## src/rtl/wb_pkg.sv

```systemverilog
// wb_pkg: shared FSM encoding, wait-counter width and default PWM register map
package wb_pkg;
    typedef enum logic [1:0] {ST_IDLE, ST_WAIT, ST_RESP} state_t;
    localparam int WCNT_W      = 4;
    localparam int REG_CTRL    = 0;
    localparam int REG_DIVISOR = 1;
    localparam int REG_PERIOD  = 2;
    localparam int REG_DC      = 3;
endpackage

```

## src/rtl/wb_addr_decode.sv

```systemverilog
// wb_addr_decode: maps a byte address onto a register index and flags unmapped addresses
module wb_addr_decode #(
    parameter int              ADR_W      = 16,
    parameter int              NUM_REGS   = 4,
    parameter logic [ADR_W-1:0] BASE_ADR  = '0,
    parameter int              REG_STRIDE = 2,
    parameter int              IDX_W      = 2
) (
    input  logic [ADR_W-1:0] i_adr,
    output logic             o_hit,
    output logic [IDX_W-1:0] o_idx
);
    localparam logic [ADR_W-1:0] STRIDE = ADR_W'(REG_STRIDE);
    localparam logic [ADR_W-1:0] LIMIT  = ADR_W'(NUM_REGS);
    logic [ADR_W-1:0] w_off, w_quo;
    // hit needs an in-range, stride-aligned offset at or above the base
    always_comb begin
        w_off = i_adr - BASE_ADR;
        w_quo = w_off / STRIDE;
        o_hit = (i_adr >= BASE_ADR) && ((w_off % STRIDE) == '0) && (w_quo < LIMIT);
        o_idx = w_quo[IDX_W-1:0];
    end
endmodule

```

## src/rtl/wb_reg_slave.sv

```systemverilog
// wb_reg_slave: Wishbone classic slave with byte-writable register bank, wait states and abort
module wb_reg_slave
    import wb_pkg::*;
#(
    parameter int               DATA_W      = 16,
    parameter int               ADR_W       = 16,
    parameter int               NUM_REGS    = 4,
    parameter logic [ADR_W-1:0] BASE_ADR    = '0,
    parameter int               REG_STRIDE  = 2,
    parameter int               WAIT_STATES = 0
) (
    input  logic                       i_wb_clk,
    input  logic                       i_wb_rst,
    input  logic                       i_wb_cyc,
    input  logic                       i_wb_stb,
    input  logic                       i_wb_we,
    input  logic [ADR_W-1:0]           i_wb_adr,
    input  logic [DATA_W-1:0]          i_wb_data,
    input  logic [DATA_W/8-1:0]        i_wb_sel,
    output logic [DATA_W-1:0]          o_wb_data,
    output logic                       o_wb_ack,
    output logic                       o_wb_err,
    output logic [NUM_REGS*DATA_W-1:0] o_regs,
    output logic [NUM_REGS-1:0]        o_reg_wr
);
    localparam int SEL_W = DATA_W / 8;
    localparam int IDX_W = (NUM_REGS > 1) ? $clog2(NUM_REGS) : 1;
    localparam logic [WCNT_W-1:0] LAST_WAIT = WCNT_W'((WAIT_STATES > 0) ? WAIT_STATES - 1 : 0);

    state_t            r_state, w_next;
    logic [DATA_W-1:0] r_regs [NUM_REGS];
    logic [WCNT_W-1:0] r_cnt;
    logic              r_we, r_hit, r_ack, r_err;
    logic [DATA_W-1:0] r_dat, r_rdata;
    logic [SEL_W-1:0]  r_sel;
    logic [IDX_W-1:0]  r_idx;
    logic [NUM_REGS-1:0] r_reg_wr;
    logic              w_req, w_live, w_dec_hit, w_hit, w_we, w_go, w_ack_d, w_err_d;
    logic [IDX_W-1:0]  w_dec_idx, w_idx;
    logic [DATA_W-1:0] w_dat, w_mask, w_rdata_d;
    logic [SEL_W-1:0]  w_sel;
    logic [NUM_REGS-1:0] w_reg_wr_d;

    assign w_req  = i_wb_cyc & i_wb_stb;
    assign w_live = (r_state == ST_IDLE);

    wb_addr_decode #(
        .ADR_W(ADR_W), .NUM_REGS(NUM_REGS), .BASE_ADR(BASE_ADR),
        .REG_STRIDE(REG_STRIDE), .IDX_W(IDX_W)
    ) u_dec (
        .i_adr(i_wb_adr), .o_hit(w_dec_hit), .o_idx(w_dec_idx)
    );

    // state register; reset drops any in-flight transfer
    always_ff @(posedge i_wb_clk) begin
        r_state <= i_wb_rst ? ST_IDLE : w_next;
    end

    // next state: RESP always falls back to IDLE so one sample yields one response
    always_comb begin
        w_next = (r_state == ST_IDLE) ? (w_req ? ((WAIT_STATES > 0) ? ST_WAIT : ST_RESP) : ST_IDLE) :
                 (r_state == ST_WAIT) ? (!i_wb_cyc ? ST_IDLE : ((r_cnt == LAST_WAIT) ? ST_RESP : ST_WAIT)) :
                 ST_IDLE;
    end

    // response decode: live bus fields on the sampling edge, captured fields afterwards
    always_comb begin
        w_hit      = w_live ? w_dec_hit : r_hit;
        w_idx      = w_live ? w_dec_idx : r_idx;
        w_we       = w_live ? i_wb_we   : r_we;
        w_dat      = w_live ? i_wb_data : r_dat;
        w_sel      = w_live ? i_wb_sel  : r_sel;
        w_go       = (w_next == ST_RESP);
        w_ack_d    = w_go & w_hit;
        w_err_d    = w_go & ~w_hit;
        w_mask     = '0;
        for (int k = 0; k < SEL_W; k++) w_mask[8*k +: 8] = {8{w_sel[k]}};
        w_reg_wr_d = '0;
        w_reg_wr_d[w_idx] = w_go & w_hit & w_we & (|w_sel);
        w_rdata_d  = (w_go & w_hit & ~w_we) ? r_regs[w_idx] : '0;
    end

    // registered outputs, request capture, wait counter and register bank
    always_ff @(posedge i_wb_clk) begin
        if (i_wb_rst) begin
            r_ack    <= 1'b0;
            r_err    <= 1'b0;
            r_rdata  <= '0;
            r_reg_wr <= '0;
            r_cnt    <= '0;
            r_we     <= 1'b0;
            r_hit    <= 1'b0;
            r_dat    <= '0;
            r_sel    <= '0;
            r_idx    <= '0;
            for (int i = 0; i < NUM_REGS; i++) r_regs[i] <= '0;
        end else begin
            r_ack    <= w_ack_d;
            r_err    <= w_err_d;
            r_rdata  <= w_rdata_d;
            r_reg_wr <= w_reg_wr_d;
            r_cnt    <= (r_state == ST_WAIT) ? r_cnt + 1'b1 : '0;
            if (w_live && w_req) begin
                r_we  <= i_wb_we;
                r_hit <= w_dec_hit;
                r_dat <= i_wb_data;
                r_sel <= i_wb_sel;
                r_idx <= w_dec_idx;
            end
            for (int i = 0; i < NUM_REGS; i++)
                if (w_reg_wr_d[i]) r_regs[i] <= (r_regs[i] & ~w_mask) | (w_dat & w_mask);
        end
    end

    for (genvar g = 0; g < NUM_REGS; g++) begin : g_flat
        assign o_regs[g*DATA_W +: DATA_W] = r_regs[g];
    end

    assign o_wb_data = r_rdata;
    assign o_wb_ack  = r_ack;
    assign o_wb_err  = r_err;
    assign o_reg_wr  = r_reg_wr;
endmodule

```

## config.mk

```make
export PLATFORM = sky130hd
export DESIGN_NAME = wb_reg_slave
export DESIGN_NICKNAME = d
export VERILOG_FILES = /design/src/rtl/wb_pkg.sv /design/src/rtl/wb_addr_decode.sv /design/src/rtl/wb_reg_slave.sv
export SDC_FILE = /design/constraint.sdc
export NUM_CORES = 1
export LEC_CHECK = 0
export ABC_AREA = 1
export CAP_MARGIN = 25
export CORE_AREA = 2 2 122 172
export DETAILED_ROUTE_END_ITERATION = 6
export DIE_AREA = 0 0 124 174
export GPL_TIMING_DRIVEN = 0
export PLACE_DENSITY = 0.59
export SLEW_MARGIN = 15
export SYNTH_ARGS = -nofsm -noshare
export SYNTH_HDL_FRONTEND = slang
export SYNTH_HIERARCHICAL = 1
export SYNTH_SLANG_ARGS = --single-unit
```

## constraint.sdc

```tcl
create_clock -name i_wb_clk -period 2.7 [get_ports i_wb_clk]
set_clock_uncertainty 0.1 [all_clocks]
set_input_delay 0.27 -clock i_wb_clk [delete_from_list [all_inputs] [get_ports i_wb_clk]]
set_output_delay 0.27 -clock i_wb_clk [all_outputs]
set_load 0.02 [all_outputs]
```

* Yosys cells after proc, flatten, opt, wreduce, memory -nomap -nowiden *
Memory sizes are Yosys's and may differ from the RTL's. A register that Yosys moved wholly into a read port is not among the register bits.
Cells that the tools add are included.

word-level totals
  output and inout bits = 86
  logic and storage cells = 83
  flip-flop bits (word level) = 34
  input port bits = 39
  memory bits (writable) = 64
  memories kept = 1

memories
  name    words  width  rd ports  clocked after memory_dff  write ports  line                source
  r_regs  4      16     5         1                         4            wb_reg_slave.sv:31  logic [DATA_W-1:0] r_regs [NUM_REGS];

cells by class
  magnitude comparators = 4
  equality and inequality tests = 2
  reductions and logical operators = 10
  multiplexer cells = 30
  $add $sub $neg = 1
  bitwise operators = 25

operators with widths
  kind                                                                number
  bitwise AND 16 bit                                                  5
  2-to-1 mux 16 bit                                                   5
  bitwise OR 16 bit                                                   4
  2-to-1 mux 1 bit                                                    17
  greater-or-equal comparator 16 x 1 -> 1 bit, second input constant  1
  logical NOT 16 bit                                                  1
  NOT 16 bit                                                          1
  < comparator 15 x 3 -> 1 bit, second input constant                 1
  2-to-1 mux 2 bit                                                    7
  bitwise AND 1 bit                                                   6
  OR reduction 2 bit                                                  3
  adder 4 x 1 -> 4 bit, second input constant                         1
  bitwise AND 4 bit                                                   1
  logical AND 1 bit                                                   4
  logical NOT 4 bit                                                   1
  NOT 1 bit                                                           4
  bitwise OR 1 bit                                                    4
  < comparator 2 x 3 -> 1 bit, second input constant                  1
  demux 1 bit (select 2 bit)                                          1
  == test 2 x 1 -> 1 bit, second input constant                       1
  == test 2 bit, second input constant                                1
  greater-or-equal comparator 2 x 1 -> 1 bit, second input constant   1
  logical NOT 2 bit                                                   1

* Depth between registers and ports, before layout *
  depth in word-level cells = 14
  mapped depth = 12
  depth with buffers taken out = 11

* Hierarchy *
The synthesis kept the hierarchy.

by module, submodules not included
  module          times used  area an instance (sq um)  cells an instance  sequential area each (sq um)
  wb_reg_slave    1           5,824.3                   728                2,922.8
  wb_addr_decode  1           93.8                      22                 0.0

* Least setup slack after synthesis *
No wires, ideal clock.

  path kind = reg2reg
  from = register r_state[1]
  to = memory r_regs[0][0], enable pin
  setup slack = 631 ps
  arrival time = 1,598 ps
  required time = 2,228 ps
  path buffers = 2
  library setup time = 372 ps
  period minus slack after synthesis = 2,069 ps
  stages on the path, launching flop included = 9
  cell sequence = dfxtp_1 -> nor2_8 -> buf_6 -> nand2_2 -> o21ai_4 -> nor2_4 -> buf_2 -> nand2_1 -> nand2_1

RTL lines
  item                    line                source
  start, declared         wb_reg_slave.sv:30  state_t r_state, w_next;
  start signal, assigned  wb_reg_slave.sv:56  r_state <= i_wb_rst ? ST_IDLE : w_next;
  end, declared           wb_reg_slave.sv:31

==> run metrics <==
reg2reg setup slack 0.17 ns; CTS tree built; simple-gate share of the synthesized area 33.5%; core area 20200 um^2; status completed; final WL 18.6 mm; CTS H-tree lvls 4; Yosys cell types 27; Avg Vias per Cell 4.48; Setup crit start r_state[1]$_SDFF_PP0_; crit-path max FO 16; first-pass GRT wire length 28.3 mm; yosys warns 6; # Post-CTS Setup Buffers 0; main combinational cell family by area after synthesis simple AND/OR/NAND/NOR gates; DRC 0; gpl congestion 0.819; M3 GR Usage 3.58%; Detailed Route Iter0 Violations 406; Final Hold Fails 0; final critical-path share of the clock period 93.7%; chip height 174 um; clk buf depth 2; cts bufs inserted 17; most frequent cells in the layout 253 x nand2_1, 122 x clkdlybuf4s50_1, 111 x inv_1; Setup TNS 0 ns; Worst setup SP type flip-flop; placed cells 1128; post-synthesis mux area share 0%; Post-Syn Area 5920 um^2; share of cells above drive strength 1 12.5%; vias in the first global route 5099; CTS Hold Bufs 0; Switch Pwr 1.32 mW; Resize count post-CTS 0; Internal 3.47 mW; Yosys reg bits 114; Max-slew headroom 38.6%; grt peak-use layer met2; Filler cells 2075; FMAX 395 MHz; cell leakage power 3.53 nW; Synth Area in Compound Gates 6.22%; CP Capture Type flip-flop; met2 Resource Use GR 30.7%; r2r startpoint r_state[1]$_SDFF_PP0_; Worst-Skew Late Latency 0.42 ns; die span in x 124 um; antenna violations before repair 0; switch share 27.6%; Period minus WS final 2.53 ns; max-cap viol count 0; Core Util, Final 39.9%; Initial Util 29.3%; Max Slew Vio Count 0; part of the Yosys area used for sequential elements 49.4%; largest net degree at the start of global routing 17; CTS Root Cell clkbuf_16; Avg WL per Cell 16.1 um; Cells after Synth 750; die area 21600 um^2; total track usage 17.9%; Core Rows 62; synthesized net count 791; reg2reg path depth 7; worst slew pin tran 0.919 ns; routing usage on met1 21.6%; CP endpoint r_regs[3][7]$_SDFFCE_PN0P_; r2r endpoint r_regs[3][7]$_SDFFCE_PN0P_; n_diodes 0; DRT Pass-1 Iters 7; Port-buffer cells 122; Flop pwr share 40.3%; I/O pins 125; Post-DRT Antenna Nets 0; HP Class input pin to flip-flop; hpwl dp 13.3 mm; commonest non-fill, non-tap cell in the layout nand2_1; Finished Layout Cells 1160; DR vias 5192; final setup vio count 0; Synth Area in XOR/XNOR 0.148%; Worst-path clk slew 0.06 ns; adder-cell share of the synthesized area 0.423%; clk sinks 114; crit path kind flip-flop to flip-flop; pwr/cell area 596 nW/um^2; Clk pwr share 46.8%; GR Overflow Total 0; combinational share of power 12.9%; Critical Path RT 2.64 ns; final net count 932; RSZ-0062 raised after global routing false; area grow syn2layout 35.9%; VDD IR max 0.000381 V; syn avg cell area 7.89 um^2; WP data arrival 2.47 ns
==> Yosys cell counts <==
library cell	instances	area [um^2]
inv_1	111	417
xnor2_1	1	8.76
nand3b_1	1	7.51
buf_6	3	33.8
nor2_1	76	285
edfxtp_1	64	1920
nand3_2	1	10.0
inv_2	3	11.3
clkbuf_1	13	48.8
o21ai_0	39	195
o21ai_1	1	5.00
nand2_2	6	37.5
nand3_1	35	175
nor2_4	22	248
buf_4	5	37.5
nor2_8	2	40.0
o21ai_4	3	48.8
nand2_1	254	953
buf_8	2	30.0
buf_2	7	35.0
nand3_4	5	87.6
a21oi_1	22	110
ha_1	2	25.0
dfxtp_1	50	1000
nor2_2	20	125
a21oi_2	1	8.76
nand2_4	1	11.3
==> cell families after synthesis <==
family	after synthesis
AOI/OAI and AO/OA	66
xor gates and xnor gates	1
adders and majority gates	2
buffers and inverters	144
DFF	114
and+or+nand+nor	423
==> how the worst min path moves through the flow <==
stage / startpoint / to / depth (start not counted)
6_report: i_wb_adr[1] / r_idx[0]$_SDFFE_PP0P_ / 3
5_1_grt: i_wb_adr[1] / r_idx[0]$_SDFFE_PP0P_ / 3
4_1_cts: i_wb_adr[1] / r_idx[0]$_SDFFE_PP0P_ / 3
3_5_place_dp: r_dat[3]$_SDFFE_PP0P_ / r_dat[3]$_SDFFE_PP0P_ / 2
3_3_place_gp: r_dat[0]$_SDFFE_PP0P_ / r_dat[0]$_SDFFE_PP0P_ / 2
2_1_floorplan: i_wb_rst / r_state[0]$_SDFF_PP0_ / 1
==> worst max-delay path: stages (launching register included) <==
cell	delay (ns)
dfxtp_1	0.44
nor2_8	0.10
buf_6	0.17
nand2_4	0.06
o21ai_4	0.12
nor2_4	0.37
nand2_1	0.09
nand2_1	0.68
==> cell type report <==
class | instances | area [um^2] | share of cell area, %
multi-input cells | 492 | 2380 | 29.6
flip-flops and latches | 114 | 2920 | 36.3
clock inverters | 15 | 158 | 1.96
inverters | 114 | 428 | 5.32
plain buffers | 30 | 185 | 2.30
clock buffers | 17 | 425 | 5.29
repair buffers | 122 | 1220 | 15.2
well taps | 256 | 320 | 3.98
==> stage by stage <==
| stage | cell area (um^2) | hold WS (ns) | total power [mW] | setup slack (ns) |
|---|---|---|---|---|
| floorplan | 5920 | 0.242 | 2.32 | 0.631 |
| global route | 8050 | 0.0774 | 4.95 | 0.0406 |
| detailed placement | 7460 | 0.340 | 2.58 | -0.141 |
| finish | 8050 | 0.0744 | 4.79 | 0.169 |
| CTS | 8040 | 0.0583 | 4.81 | 0.0316 |
| global placement | 7460 | 0.334 | 2.58 | -0.130 |
==> power by group through the flow <==
stage | Sequential [mW] | Clock [mW] | Combinational, mW
6_report | 1.93 | 2.24 | 0.617
5_1_grt | 1.94 | 2.34 | 0.678
3_3_place_gp | 1.97 | 0 | 0.607
3_5_place_dp | 1.97 | 0 | 0.613
4_1_cts | 1.93 | 2.26 | 0.618
2_1_floorplan | 2.00 | 0 | 0.325
==> registers in the layout, indices dropped and copies added, names as in the netlist, 2 cells and up <==
signal     flops
r_regs        64
o_wb_data     16
r_dat         16
o_reg_wr       4
r_cnt          4
r_idx          2
r_sel          2
r_state        2
==> layer usage <==
| layer | up-vias | wire [um] |
|---|---|---|
| met1 | 2399 | 7540 |
| met3 | 32 | 1010 |
| met2 | 168 | 9580 |
| met4 | 0 | 492 |
| met5 | - | 0 |
| li1 | 2593 | - |
Power figures use the tool's default switching activity.
